### src/rtl/mips_pkg.sv
// Shared MIPS decode constants and HI/LO multiply-divide helpers.
// Used by both the instruction decoder and muldiv_unit.
package mips_pkg;

  localparam logic [5:0] OP_SPECIAL  = 6'h00;
  localparam logic [5:0] OP_ADDI     = 6'h08;
  localparam logic [5:0] OP_LW       = 6'h23;
  localparam logic [5:0] OP_SW       = 6'h2B;

  localparam logic [5:0] FUNCT_MFHI  = 6'h10;
  localparam logic [5:0] FUNCT_MTHI  = 6'h11;
  localparam logic [5:0] FUNCT_MFLO  = 6'h12;
  localparam logic [5:0] FUNCT_MTLO  = 6'h13;
  localparam logic [5:0] FUNCT_MULT  = 6'h18;
  localparam logic [5:0] FUNCT_MULTU = 6'h19;
  localparam logic [5:0] FUNCT_DIV   = 6'h1A;
  localparam logic [5:0] FUNCT_DIVU  = 6'h1B;
  localparam logic [5:0] FUNCT_ADD   = 6'h20;
  localparam logic [5:0] FUNCT_SUB   = 6'h22;

  typedef enum logic [1:0] {
    MD_MULT  = 2'b00,
    MD_MULTU = 2'b01,
    MD_DIV   = 2'b10,
    MD_DIVU  = 2'b11
  } md_op_t;

  function automatic logic md_is_signed(md_op_t op);
    return (op == MD_MULT) || (op == MD_DIV);
  endfunction

  function automatic logic md_is_div(md_op_t op);
    return (op == MD_DIV) || (op == MD_DIVU);
  endfunction

  function automatic logic [31:0] abs32(logic [31:0] v);
    return v[31] ? (~v + 32'd1) : v;
  endfunction

endpackage

### src/rtl/muldiv_unit_if.sv
// Pipeline <-> multiply/divide unit connection: request inputs and HI/LO/status outputs.
interface muldiv_unit_if;
  import mips_pkg::*;

  logic        start;
  md_op_t      md_op;
  logic [31:0] rs_data;
  logic [31:0] rt_data;
  logic        write_hi;
  logic        write_lo;
  logic        rd_req;
  logic [31:0] hi;
  logic [31:0] lo;
  logic        busy;
  logic        done;
  logic        stall;

  modport master (
    output start, md_op, rs_data, rt_data, write_hi, write_lo, rd_req,
    input  hi, lo, busy, done, stall
  );

  modport slave (
    input  start, md_op, rs_data, rt_data, write_hi, write_lo, rd_req,
    output hi, lo, busy, done, stall
  );
endinterface

### src/rtl/muldiv_step.sv
// One combinational iteration: shift-add for multiply, restoring shift-subtract for divide.
// Multiply: {upper,lower} is the partial product; divide: upper=remainder, lower=dividend/quotient.
module muldiv_step (
  input  logic        is_div,
  input  logic [31:0] upper_in,
  input  logic [31:0] lower_in,
  input  logic [31:0] operand,
  output logic [31:0] upper_out,
  output logic [31:0] lower_out
);

  logic [32:0] sum;
  logic [32:0] shifted;
  logic [31:0] diff;
  logic        fits;

  always_comb begin
    sum     = lower_in[0] ? ({1'b0, upper_in} + {1'b0, operand}) : {1'b0, upper_in};
    shifted = {upper_in, lower_in[31]};
    fits    = (shifted >= {1'b0, operand});
    // Both the difference and the un-subtracted value are below the divisor, so 32 bits suffice.
    diff    = shifted[31:0] - operand;

    if (is_div) begin
      upper_out = fits ? diff : shifted[31:0];
      lower_out = {lower_in[30:0], fits};
    end else begin
      upper_out = sum[32:1];
      lower_out = {sum[0], lower_in[31:1]};
    end
  end

endmodule

### src/rtl/muldiv_unit.sv
// Iterative HI/LO multiply/divide unit: 32 iterations, a drain cycle and a sign-fix cycle.
// Owns the architectural HI/LO registers and the pipeline stall request.
module muldiv_unit
  import mips_pkg::*;
(
  input logic            clk,
  input logic            rst,
  muldiv_unit_if.slave   bus
);

  localparam logic [1:0] ST_IDLE = 2'd0;
  localparam logic [1:0] ST_CALC = 2'd1;
  localparam logic [1:0] ST_FIX  = 2'd2;

  typedef enum logic [1:0] {
    IDLE = ST_IDLE,
    CALC = ST_CALC,
    FIX  = ST_FIX
  } state_t;

  state_t      state;
  state_t      state_next;
  logic [5:0]  count;
  md_op_t      op;
  logic [31:0] upper;
  logic [31:0] lower;
  logic [31:0] operand;
  logic [31:0] dividend;
  logic        neg_result;
  logic        neg_rem;
  logic        div_zero;
  logic [31:0] hi;
  logic [31:0] lo;
  logic        done;

  logic [31:0] step_upper;
  logic [31:0] step_lower;
  logic [63:0] product;
  logic [63:0] product_fixed;
  logic [31:0] quotient_fixed;
  logic [31:0] remainder_fixed;
  logic        busy;

  muldiv_step u_step (
    .is_div    (md_is_div(op)),
    .upper_in  (upper),
    .lower_in  (lower),
    .operand   (operand),
    .upper_out (step_upper),
    .lower_out (step_lower)
  );

  always_comb begin
    state_next = state;
    case (state)
      IDLE:    if (bus.start) state_next = CALC;
      CALC:    if (count == 6'd32) state_next = FIX;
      FIX:     state_next = IDLE;
      default: state_next = IDLE;
    endcase
  end

  always_comb begin
    product         = {upper, lower};
    product_fixed   = neg_result ? (~product + 64'd1) : product;
    quotient_fixed  = neg_result ? (~lower + 32'd1) : lower;
    remainder_fixed = neg_rem ? (~upper + 32'd1) : upper;
  end

  always_ff @(posedge clk or posedge rst) begin
    if (rst) begin
      state      <= IDLE;
      count      <= 6'd0;
      op         <= MD_MULT;
      upper      <= 32'd0;
      lower      <= 32'd0;
      operand    <= 32'd0;
      dividend   <= 32'd0;
      neg_result <= 1'b0;
      neg_rem    <= 1'b0;
      div_zero   <= 1'b0;
      hi         <= 32'd0;
      lo         <= 32'd0;
      done       <= 1'b0;
    end else begin
      state <= state_next;
      done  <= (state == FIX);
      case (state)
        IDLE: begin
          if (bus.start) begin
            // A start wins over a same-cycle mthi/mtlo; the result overwrites HI/LO anyway.
            op         <= bus.md_op;
            count      <= 6'd0;
            upper      <= 32'd0;
            lower      <= md_is_signed(bus.md_op) ? abs32(bus.rs_data) : bus.rs_data;
            operand    <= md_is_signed(bus.md_op) ? abs32(bus.rt_data) : bus.rt_data;
            dividend   <= bus.rs_data;
            neg_result <= md_is_signed(bus.md_op) & (bus.rs_data[31] ^ bus.rt_data[31]);
            neg_rem    <= md_is_signed(bus.md_op) & bus.rs_data[31];
            div_zero   <= md_is_div(bus.md_op) & (bus.rt_data == 32'd0);
          end else begin
            if (bus.write_hi) hi <= bus.rs_data;
            if (bus.write_lo) lo <= bus.rs_data;
          end
        end
        CALC: begin
          if (count != 6'd32) begin
            upper <= step_upper;
            lower <= step_lower;
            count <= count + 6'd1;
          end
        end
        FIX: begin
          if (div_zero) begin
            lo <= 32'hFFFF_FFFF;
            hi <= dividend;
          end else if (md_is_div(op)) begin
            lo <= quotient_fixed;
            hi <= remainder_fixed;
          end else begin
            hi <= product_fixed[63:32];
            lo <= product_fixed[31:0];
          end
        end
        default: ;
      endcase
    end
  end

  assign busy      = (state != IDLE);
  assign bus.busy  = busy;
  assign bus.done  = done;
  assign bus.hi    = hi;
  assign bus.lo    = lo;
  assign bus.stall = busy & (bus.start | bus.rd_req | bus.write_hi | bus.write_lo);

endmodule
### src/flat_wrapper.sv
// flat-port wrapper written by rule: the top's interface ports become plain ports
module muldiv_unit_flat import mips_pkg::*;
  (clk, rst, bus_start, bus_md_op, bus_rs_data, bus_rt_data, bus_write_hi, bus_write_lo, bus_rd_req, bus_hi, bus_lo, bus_busy, bus_done, bus_stall);
  muldiv_unit_if bus_i ();
  input logic clk;
  input logic rst;
  input wire logic [$bits(bus_i.start)-1:0] bus_start;
  input wire logic [$bits(bus_i.md_op)-1:0] bus_md_op;
  input wire logic [$bits(bus_i.rs_data)-1:0] bus_rs_data;
  input wire logic [$bits(bus_i.rt_data)-1:0] bus_rt_data;
  input wire logic [$bits(bus_i.write_hi)-1:0] bus_write_hi;
  input wire logic [$bits(bus_i.write_lo)-1:0] bus_write_lo;
  input wire logic [$bits(bus_i.rd_req)-1:0] bus_rd_req;
  output wire logic [$bits(bus_i.hi)-1:0] bus_hi;
  output wire logic [$bits(bus_i.lo)-1:0] bus_lo;
  output wire logic [$bits(bus_i.busy)-1:0] bus_busy;
  output wire logic [$bits(bus_i.done)-1:0] bus_done;
  output wire logic [$bits(bus_i.stall)-1:0] bus_stall;
  assign bus_i.start = bus_start;
  assign bus_i.md_op = bus_md_op;
  assign bus_i.rs_data = bus_rs_data;
  assign bus_i.rt_data = bus_rt_data;
  assign bus_i.write_hi = bus_write_hi;
  assign bus_i.write_lo = bus_write_lo;
  assign bus_i.rd_req = bus_rd_req;
  assign bus_hi = bus_i.hi;
  assign bus_lo = bus_i.lo;
  assign bus_busy = bus_i.busy;
  assign bus_done = bus_i.done;
  assign bus_stall = bus_i.stall;
  muldiv_unit u_core (.clk(clk), .rst(rst), .bus(bus_i));
endmodule
### config.mk
export PLATFORM = sky130hd
export DESIGN_NAME = muldiv_unit_flat
export DESIGN_NICKNAME = d
export VERILOG_FILES = /design/src/rtl/mips_pkg.sv /design/src/rtl/muldiv_unit_if.sv /design/src/rtl/muldiv_step.sv /design/src/rtl/muldiv_unit.sv /design/src/flat_wrapper.sv
export SDC_FILE = /design/constraint.sdc
export NUM_CORES = 1
export LEC_CHECK = 0
export ABC_CLOCK_PERIOD_IN_PS = 10200
export CAP_MARGIN = 5
export CORE_MARGIN = 4
export CORE_UTILIZATION = 61
export CTS_CLUSTER_DIAMETER = 100
export DETAILED_ROUTE_END_ITERATION = 12
export HOLD_SLACK_MARGIN = 0.12
export PLACE_DENSITY_LB_ADDON = 0.1
export SYNTH_ARGS = -nofsm -noshare
export SYNTH_HDL_FRONTEND = slang
export SYNTH_SLANG_ARGS = --single-unit
export TNS_END_PERCENT = 1
### constraint.sdc
create_clock -name clk -period 10.2 [get_ports clk]
set_input_delay 1.02 -clock clk [delete_from_list [all_inputs] [get_ports clk]]
set_output_delay 1.02 -clock clk [all_outputs]
set_load 0.1 [all_outputs]
# Word-level counts from Yosys, hierarchy flattened
# Cells that the tools add are included.
dict set report classes {
  add_sub_neg 8
  n_lt_le_gt_ge 1
  eq_ne 14
  n_mux 33
  bitwise_logic 13
  n_reduce_logical 14
}
# operator n
set op_table {}
lappend op_table {{32-bit 2-to-1 mux} 21}
lappend op_table {{32-bit case mux with 2 select lines} 4}
lappend op_table {{32-bit by 1-bit adder with 32-bit output, second input constant} 4}
lappend op_table {{32-bit inverter} 4}
lappend op_table {{64-bit by 1-bit adder with 64-bit output, second input constant} 1}
lappend op_table {{64-bit 2-to-1 mux} 1}
lappend op_table {{64-bit inverter} 1}
lappend op_table {{32-bit by 32-bit adder with 33-bit output} 1}
lappend op_table {{33-bit by 32-bit >= comparator with 1-bit output} 1}
lappend op_table {{33-bit 2-to-1 mux} 1}
lappend op_table {{32-bit logical NOT} 1}
lappend op_table {{32-bit subtractor} 1}
lappend op_table {{6-bit 2-to-1 mux} 2}
lappend op_table {{6-bit case mux with 2 select lines} 1}
lappend op_table {{2-bit equality test, second input constant} 5}
lappend op_table {{3-bit AND reduction} 3}
lappend op_table {{2-bit inequality test, second input constant} 4}
lappend op_table {{6-bit by 1-bit adder with 6-bit output, second input constant} 1}
lappend op_table {{6-bit equality test, second input constant} 1}
lappend op_table {{6-bit inequality test, second input constant} 1}
lappend op_table {{2-bit nonzero test} 3}
lappend op_table {{1-bit bitwise AND} 4}
lappend op_table {{2-bit logical NOT} 2}
lappend op_table {{2-bit 2-to-1 mux} 2}
lappend op_table {{7 further kinds} 13}
dict set report totals {
  ff_bits 206
  input_bits 72
  out_inout_bits 67
  elab_cells 96
}

# Depth between registers and ports, before layout
# Gate-level depths: netlist (run 1).
dict set report depth {
  ltp_word 6
  ltp_mapped 13
  mapped_depth_nobuf 13
}

# Hierarchy
# From an unflattened synthesis (run 1), not the netlist that was laid out.
dict set report unflattened {
  cells_unflattened 2193
  area_unflattened_um2 16972.5
}
# module instances cells_per_inst area_per_inst_um2 seq_area_each_um2
set modules_own_cells {}
lappend modules_own_cells {muldiv_unit 1 1447 12011.5 5129.9}
lappend modules_own_cells {muldiv_step 1 746 4961.0 0.0}

# Worst setup path before layout (run 1)
# Ideal clock, no wire load.
dict set report synth_timing {
  path_kind {input port to output port}
  start {input port bus_write_lo}
  end {output port bus_stall}
  t_arrival_ps 2311
  t_required_ps 9180
  slack_ps 6869
  cell_stages 2
  n_path_buf 0
  cell_sequence {nor4_1 > nor2_1}
}
dict set report synth_between {
  elab_chain_len 2
}
# element line_no
set synth_rtl {}
lappend synth_rtl {{from (decl)} flat_wrapper.sv:12} ;# input wire logic [$bits(bus_i.write_lo)-1:0] bus_write_lo;
lappend synth_rtl {{1-bit OR} muldiv_unit.sv:135} ;# assign bus.stall = busy & (bus.start | bus.rd_req | bus.write_hi | bus.write_lo);
lappend synth_rtl {{1-bit bitwise AND} muldiv_unit.sv:135}
lappend synth_rtl {{to (decl)} flat_wrapper.sv:18} ;# output wire logic [$bits(bus_i.stall)-1:0] bus_stall;
# Every way passes these cells.

# Final worst setup path (run 1)
dict set report layout_timing {
  start {register u_core.upper[13]}
  end {register u_core.upper[2]}
}
dict set report layout_between {
  elab_chain_len 5
}
# element line_no
set layout_rtl {}
lappend layout_rtl {{from (decl)} muldiv_unit.sv:25} ;# logic [31:0] upper;
lappend layout_rtl {{from (signal assigned)} muldiv_unit.sv:108} ;# upper <= step_upper;
lappend layout_rtl {{33-bit by 32-bit >= comparator with 1-bit output} muldiv_step.sv:20} ;# fits = (shifted >= {1'b0, operand});
lappend layout_rtl {{32-bit 2-to-1 mux} muldiv_step.sv:25} ;# upper_out = fits ? diff : shifted[31:0];
lappend layout_rtl {{32-bit 2-to-1 mux} muldiv_step.sv:24} ;# if (is_div) begin
lappend layout_rtl {{32-bit 2-to-1 mux} muldiv_unit.sv:107} ;# if (count != 6'd32) begin
lappend layout_rtl {{32-bit case mux with 2 select lines} muldiv_unit.sv:88} ;# case (state)
# Every way passes these cells. The select of a mux whose other input is x is not followed.
# A chain may end at the register's enable or synchronous reset.

==> results of run 1 <==
-- worst paths after layout --
| check | start | endpoint | slack (ns) |
|---|---|---|---|
| max | u_core.upper[13] | u_core.upper[2] | 5.70 |
| min | u_core.bus.lo[20] | u_core.bus.lo[20] | 0.48 |
| max reg2reg | u_core.upper[13] | u_core.upper[2] | 5.70 |
| min reg2reg | u_core.bus.lo[20] | u_core.bus.lo[20] | 0.48 |
| max in group asynchronous | rst | u_core.operand[27] | 7.63 |
| min in group asynchronous | rst | u_core.dividend[27] | 1.06 |
-- placed cells by master, fill, tap and decap left out, drive strengths merged, types with 15 or more instances in the layout --
| cell type | n |
|---|---|
| nor3 | 43 |
| o31ai | 35 |
| dfrtp | 205 |
| a211oi | 42 |
| nor2 | 116 |
| a31oi | 17 |
| mux2i | 38 |
| or4 | 16 |
| or3 | 22 |
| nand2b | 18 |
| xor2 | 64 |
| clkbuf | 38 |
| nor2b | 18 |
| a21oi | 157 |
| ha | 70 |
| nand3 | 36 |
| a21o | 27 |
| xnor2 | 104 |
| and3 | 15 |
| nand2 | 297 |
| o22ai | 44 |
| o21ai | 233 |
| clkdlybuf4s50 | 138 |
| inv | 81 |
-- tightest hold or removal path, delay by kind of cell (launching register included) --
family	cells	cell delay, ns
flip-flops	1	0.34
AO/OA/AOI/OAI	1	0.06
AND/OR/NAND/NOR	1	0.04
-- metal layers --
metal / global-route usage [%] / share of wire (%) / vias up
met3: 6.569 / 9.2 / 257
met2: 60.33 / 45 / 964
met4: 21.88 / 7.6 / 4
met1: 45.86 / 38 / 7613
li1: - / - / 7362
met5: 0 / 0.049 / -
-- metrics by stage --
stage / util [%] / std cells / instance area, um2 / hold slack [ns] / setup WS (ns)
6_report: 71.40 / 2412 / 18190 / 0.4751 / 5.696
5_1_grt: 71.40 / 2412 / 18190 / 0.4938 / 5.459
4_1_cts: 71.40 / 2412 / 18190 / 0.4798 / 5.810
3_5_place_dp: 68.14 / 2367 / 17360 / 0.4645 / 5.851
3_3_place_gp: 68.14 / 2367 / 17360 / 0.4584 / 5.967
2_1_floorplan: - / 2016 / 15930 / 0.4459 / 3.584
-- area by class of cell --
class                      instances  area, um2
tap                              330      412.9
clock buffer                      38      724.4
timing repair buffer             152       1486
multi-input combinational       1600      10020
fill                            2038       7286
inverter                          80      307.8
clock inverter                     7      105.1
sequential                       205       5131
-- cell families after synthesis --
| family | count (synthesis) |
|---|---|
| AO/OA/AOI/OAI | 673 |
| AND/OR/NAND/NOR | 640 |
| buffers and inverters | 211 |
| flip-flops | 205 |
| XOR/XNOR | 168 |
| adder cells (fa/ha/maj) | 72 |
| multiplexers | 47 |
-- registers in the layout, summed over array words and instances (netlist names) --
signal and cells:
u_core.count 6, u_core.bus.lo 32, u_core.bus.hi 32, u_core.div_zero 1, u_core.neg_result 1, u_core.bus.done 1, u_core.neg_rem 1, u_core.upper 32
u_core.op 1, u_core.state 2, u_core.dividend 32, u_core.operand 32, u_core.lower 32
==> run_results.csv, run 1 <==
group,metric,value,unit
sta,maxSlewHeadroom,21.21,%
critical_path,cp_common_cell,"a21oi_1",
cts,cts_sinks,205,
cts,clkTransAtPathRegs,0.07,ns
die,dieHeight,169.6,um
hold_path,hp-class,"reg2reg",
yosys,synth_fa_ha_area_share,5.749,%
yosys,ys_top_cells_by_count,"nand2_1 (296), o21ai_0 (232), dfrtp_1 (205), a21oi_1 (157), nor2_1 (116)",
cts,cts_hold_buffers,0,
cts,cts.path.max_buffers,3,
place,place.gp.congestion,1.010,
grt,grt_overflow,0,
critical_path,end_kind,"register",
drt,dr_total_vias,16200,
critical_path,worst_path_max_delay_cell,"a2111o_1",
cts,cts_tree,"done",
drt,wl_per_cell,22.62,um
yosys,synthCells,2016,
yosys,synth_edf_count,0,
grt,antenna_found_initial,2,
yosys,synth_xor_area_share,9.236,%
drt,drt_pass1_iterations,7,
yosys,netlist_area,15930,um2
die,ios,139,
die,row_count,58,
yosys,synth_cell_types,83,
critical_path,path_depth,10,
cts,cts-resized-gates,0,
place,dp_hpwl,39770,um
drt,ant_nets,0,
die,dieWidth,169.6,um
cells_and_area,layout-drive-gt1-share,4.419,%
critical_path,reg2regPathDepth,10,
yosys,muxShareOfSynthArea,3.024,%
critical_path,cp_data_required_time,10.61,ns
sta,fin_crit_sh,44.16,%
yosys,yosysTopAreaCell,"dfrtp_1",
critical_path,crit_path_max_fanout,23,
critical_path,cp-start-kind,"register",
cts,post-cts-setup-buffers,0,
cells_and_area,nets,2208,
critical_path,cp.buffers_inverters,0,
grt,grt_max_degree,135,
grt,grt_use_total,36.93,%
yosys,avgSynthCellArea,7.903,um2
yosys,synth_top_area_share,32.20,%
cts,cts_made_buffers,25,
yosys,synth-simple-area-share,18.64,%
critical_path,critPathKind,"reg2reg",
outcome,status,"complete, no violations",
yosys,synth_compound_area_share,26.03,%
hold_path,hold_depth,2,
sta,min_period,4.504,ns
grt,grt_pass1_vias,15410,
yosys,synth_seq_area_share,32.20,%
sta,setup_violations,0,
cells_and_area,diodes,0,
sta,clock_skew,0.01472,ns
critical_path,cp.arrival,4.91,ns
sta,worstMarginPinSlew,1.171,ns
die,die-area,28770,um2
yosys,synth_top_family_by_area,"compound AO/OA/AOI/OAI gates",
drt,drc,0,
critical_path,slowest_delay,0.76,ns
yosys,ys_ff_latch,205,
cts,clk_latency,0.56,ns
cts,htreeDepth,1,
yosys,synth_area_leaders,"dfrtp_1 (32%), o21ai_0 (7.3%), nand2_1 (7.0%), xnor2_1 (5.7%), ha_1 (5.5%)",
yosys,synth.most_common_cell,"nand2_1",
sta,rsz0062_at_grt,"no",
sta,setup_tns,0,ns
sta,slew_violations,0,
die,core,25470,um2
critical_path,critPathTopFamily,"compound AO/OA/AOI/OAI gates",
cts,root_buffer,"clkbuf_16",
yosys,ys_async_sr_fraction,100.0,%
cells_and_area,syn_to_final_growth,14.15,%
drt,drt_iter0_markers,1933,
grt,grt_pass1_wl,85430,um
drt,routed_wl,54570,um
place,io_buffers,138,
die,start_util,62.55,%
yosys,yosysWarnings,0,
yosys,synthFlopType,"dfrtp_1",
drt,via_per_inst,6.716,
sta,finalHoldViolCount,0,
sta,fmax,0.2220,GHz
job,drv_cap,0,
critical_path,crit_chain,"ha_1, a21oi_1, o21bai_1, a211oi_1, or4b_1, a21oi_1, a2111o_1, nand2_1, o211ai_1, a31oi_1",
yosys,syn-num-nets,2160,
Power of run 1 is left out: the tool's default activity adds up to more than one toggle a clock period on the data nets, which glitch-free logic cannot reach.
==> run 2: changes to the inputs <==
Settings changed: ABC_CLOCK_PERIOD_IN_PS 10200 to 4700, CORE_UTILIZATION 61 to 60.
Clock period 10.2 ns to 4.7 ns, I/O delays scaled along.
==> run_results.csv, run 2 (same netlist as run 1, synthesis figures left out) <==
group,metric,value,unit
outcome,status,"complete, no violations",
drt,wl_per_cell,21.57,um
die,dieHeight,171.0,um
cells_and_area,multi_input_area,10020,um2
drt,routed_wl,52390,um
die,start_util,61.14,%
grt,use_met1,44.05,%
drt,ant_nets,0,
critical_path,reg2regPathDepth,11,
die,dieWidth,171.0,um
drt,dr_total_vias,16110,
cts,clkTransAtPathRegs,0.06,ns
hold_path,worstHoldStart,"u_core.bus.lo[12]",
hold_path,hold_depth,1,
cts,cts.path.max_buffers,3,
cts,root_buffer,"clkbuf_16",
place,dpl.cell_count,2384,
sta,min_period,4.294,ns
grt,grt_pass1_wl,82240,um
critical_path,worst_path_max_delay_cell,"a2111oi_2",
critical_path,crit_path_max_fanout,10,
cts,cts-resized-gates,0,
die,core,26060,um2
cts,htreeDepth,1,
cells_and_area,syn_to_final_growth,15.02,%
grt,antenna_found_initial,0,
sta,fin_crit_sh,91.36,%
cells_and_area,diodes,0,
cts,cts_sinks,205,
die,die-area,29220,um2
job,drv_cap,0,
sta,finalHoldViolCount,0,
sta,slew_violations,0,
cells_and_area,final_cells,2429,
place,dp_hpwl,38210,um
cells_and_area,mostFrequentLayoutCells,"nand2_1 (295), o21ai_0 (230), dfrtp_1 (204), a21oi_1 (157), clkdlybuf4s50_1 (138)",
sta,setup_ws,0.4060,ns
sta,clock_skew,0.02612,ns
grt,grt_pass1_vias,15250,
critical_path,crit_start,"u_core.upper[4]",
cts,post-cts-setup-buffers,0,
critical_path,end_kind,"register",
critical_path,cp.buffers_inverters,1,
critical_path,cp_data_required_time,5.09,ns
critical_path,critPathTopFamily,"compound AO/OA/AOI/OAI gates",
place,pre_cts_slack,0.5544,ns
hold_path,hold_end,"u_core.bus.lo[12]",
drt,drt_pass1_iterations,6,
sta,rsz0062_at_grt,"no",
grt,busiest_layer,"met2",
cells_and_area,regArea,5131,um2
cells_and_area,layout-drive-gt1-share,5.253,%
sta,worstMarginPinSlew,1.155,ns
hold_path,hp-class,"reg2reg",
critical_path,reg2reg_to,"u_core.upper[25]",
place,io_buffers,138,
drt,drc,0,
critical_path,crit_chain,"ha_1, nand2_1, nor4_1, o21a_1, or4b_1, a21oi_1, a2111oi_2, nor2_1, buf_4, a221oi_1, nor3_1",
critical_path,critPathKind,"reg2reg",
grt,grtUsageMet2,57.84,%
cells_and_area,final_common_cell,"nand2_1",
critical_path,rrSetupSlack,0.41,ns
grt,met3_usage,5.869,%
sta,setup_violations,0,
die,ios,139,
cts,cts_tree,"done",
critical_path,regToRegStartpoint,"u_core.upper[4]",
die,row_count,59,
cells_and_area,nets,2220,
place,place.gp.congestion,1.010,
cts,cts_made_buffers,25,
cells_and_area,fillers,2147,
sta,maxSlewHeadroom,22.31,%
critical_path,slowest_delay,0.79,ns
sta,fmax,0.2329,GHz
cts,clk_latency,0.54,ns
grt,grt_overflow,0,
drt,via_per_inst,6.634,
critical_path,cp-start-kind,"register",
grt,grt_use_total,34.82,%
sta,setup_tns,0,ns
grt,grt_max_degree,149,
drt,drt_iter0_markers,1698,
cts,cts_hold_buffers,0,
critical_path,cp.arrival,4.69,ns
==> run 2: cell count changes in the layout (fill, tap and decap cells not counted) <==
cell       previous run  this run
clkinv_2              2         8
buf_4                14        25
buf_12                0         1
clkbuf_8              5         3
inv_8                 1         0
nor2_2                2         1
inv_16                1         0
clkbuf_1              8         1
clkinv_4              0         3
bufinv_16             2         4
nor2_1              113       114
==> run 2: per-stage QoR <==
step,hold slack (ns),utilization (%),instance area (um2)
6_report,0.4735,70.32,18320
5_1_grt,0.4977,70.32,18320
3_3_place_gp,0.4576,67.00,17460
4_1_cts,0.4802,70.32,18320
2_1_floorplan,0.4459,-,15940
3_5_place_dp,0.4646,67.00,17460
==> run 2: layout make-up <==
| type | count | share of cell area, % |
|---|---|---|
| Clock buffer | 29 | 3.660 |
| Sequential cell | 205 | 28.00 |
| Inverter | 80 | 1.659 |
| Timing Repair Buffer | 164 | 8.672 |
| Tap cell | 335 | 2.287 |
| Clock inverter | 16 | 1.058 |
| Multi-Input combinational cell | 1600 | 54.66 |
==> run 2: layer usage <==
| metal | share of wire [%] | wire [um] |
|---|---|---|
| met1 | 38 | 20100 |
| met5 | 0 | 0 |
| met4 | 5.7 | 3005 |
| met2 | 46 | 24190 |
| met3 | 9.7 | 5098 |
==> run 2: how the worst max path moves through the flow <==
| stage | slack [ns] | end | depth (start not counted) |
|---|---|---|---|
| after floorplan | 1.47 | u_core.upper[27] | 12 |
| after detailed placement | 0.55 | u_core.upper[25] | 11 |
| after global routing | 0.26 | u_core.upper[25] | 11 |
| after CTS | 0.54 | u_core.upper[25] | 11 |
| final | 0.41 | u_core.upper[25] | 11 |
| after global placement | 0.58 | u_core.upper[25] | 11 |
Power of run 2 is left out for the same reason.
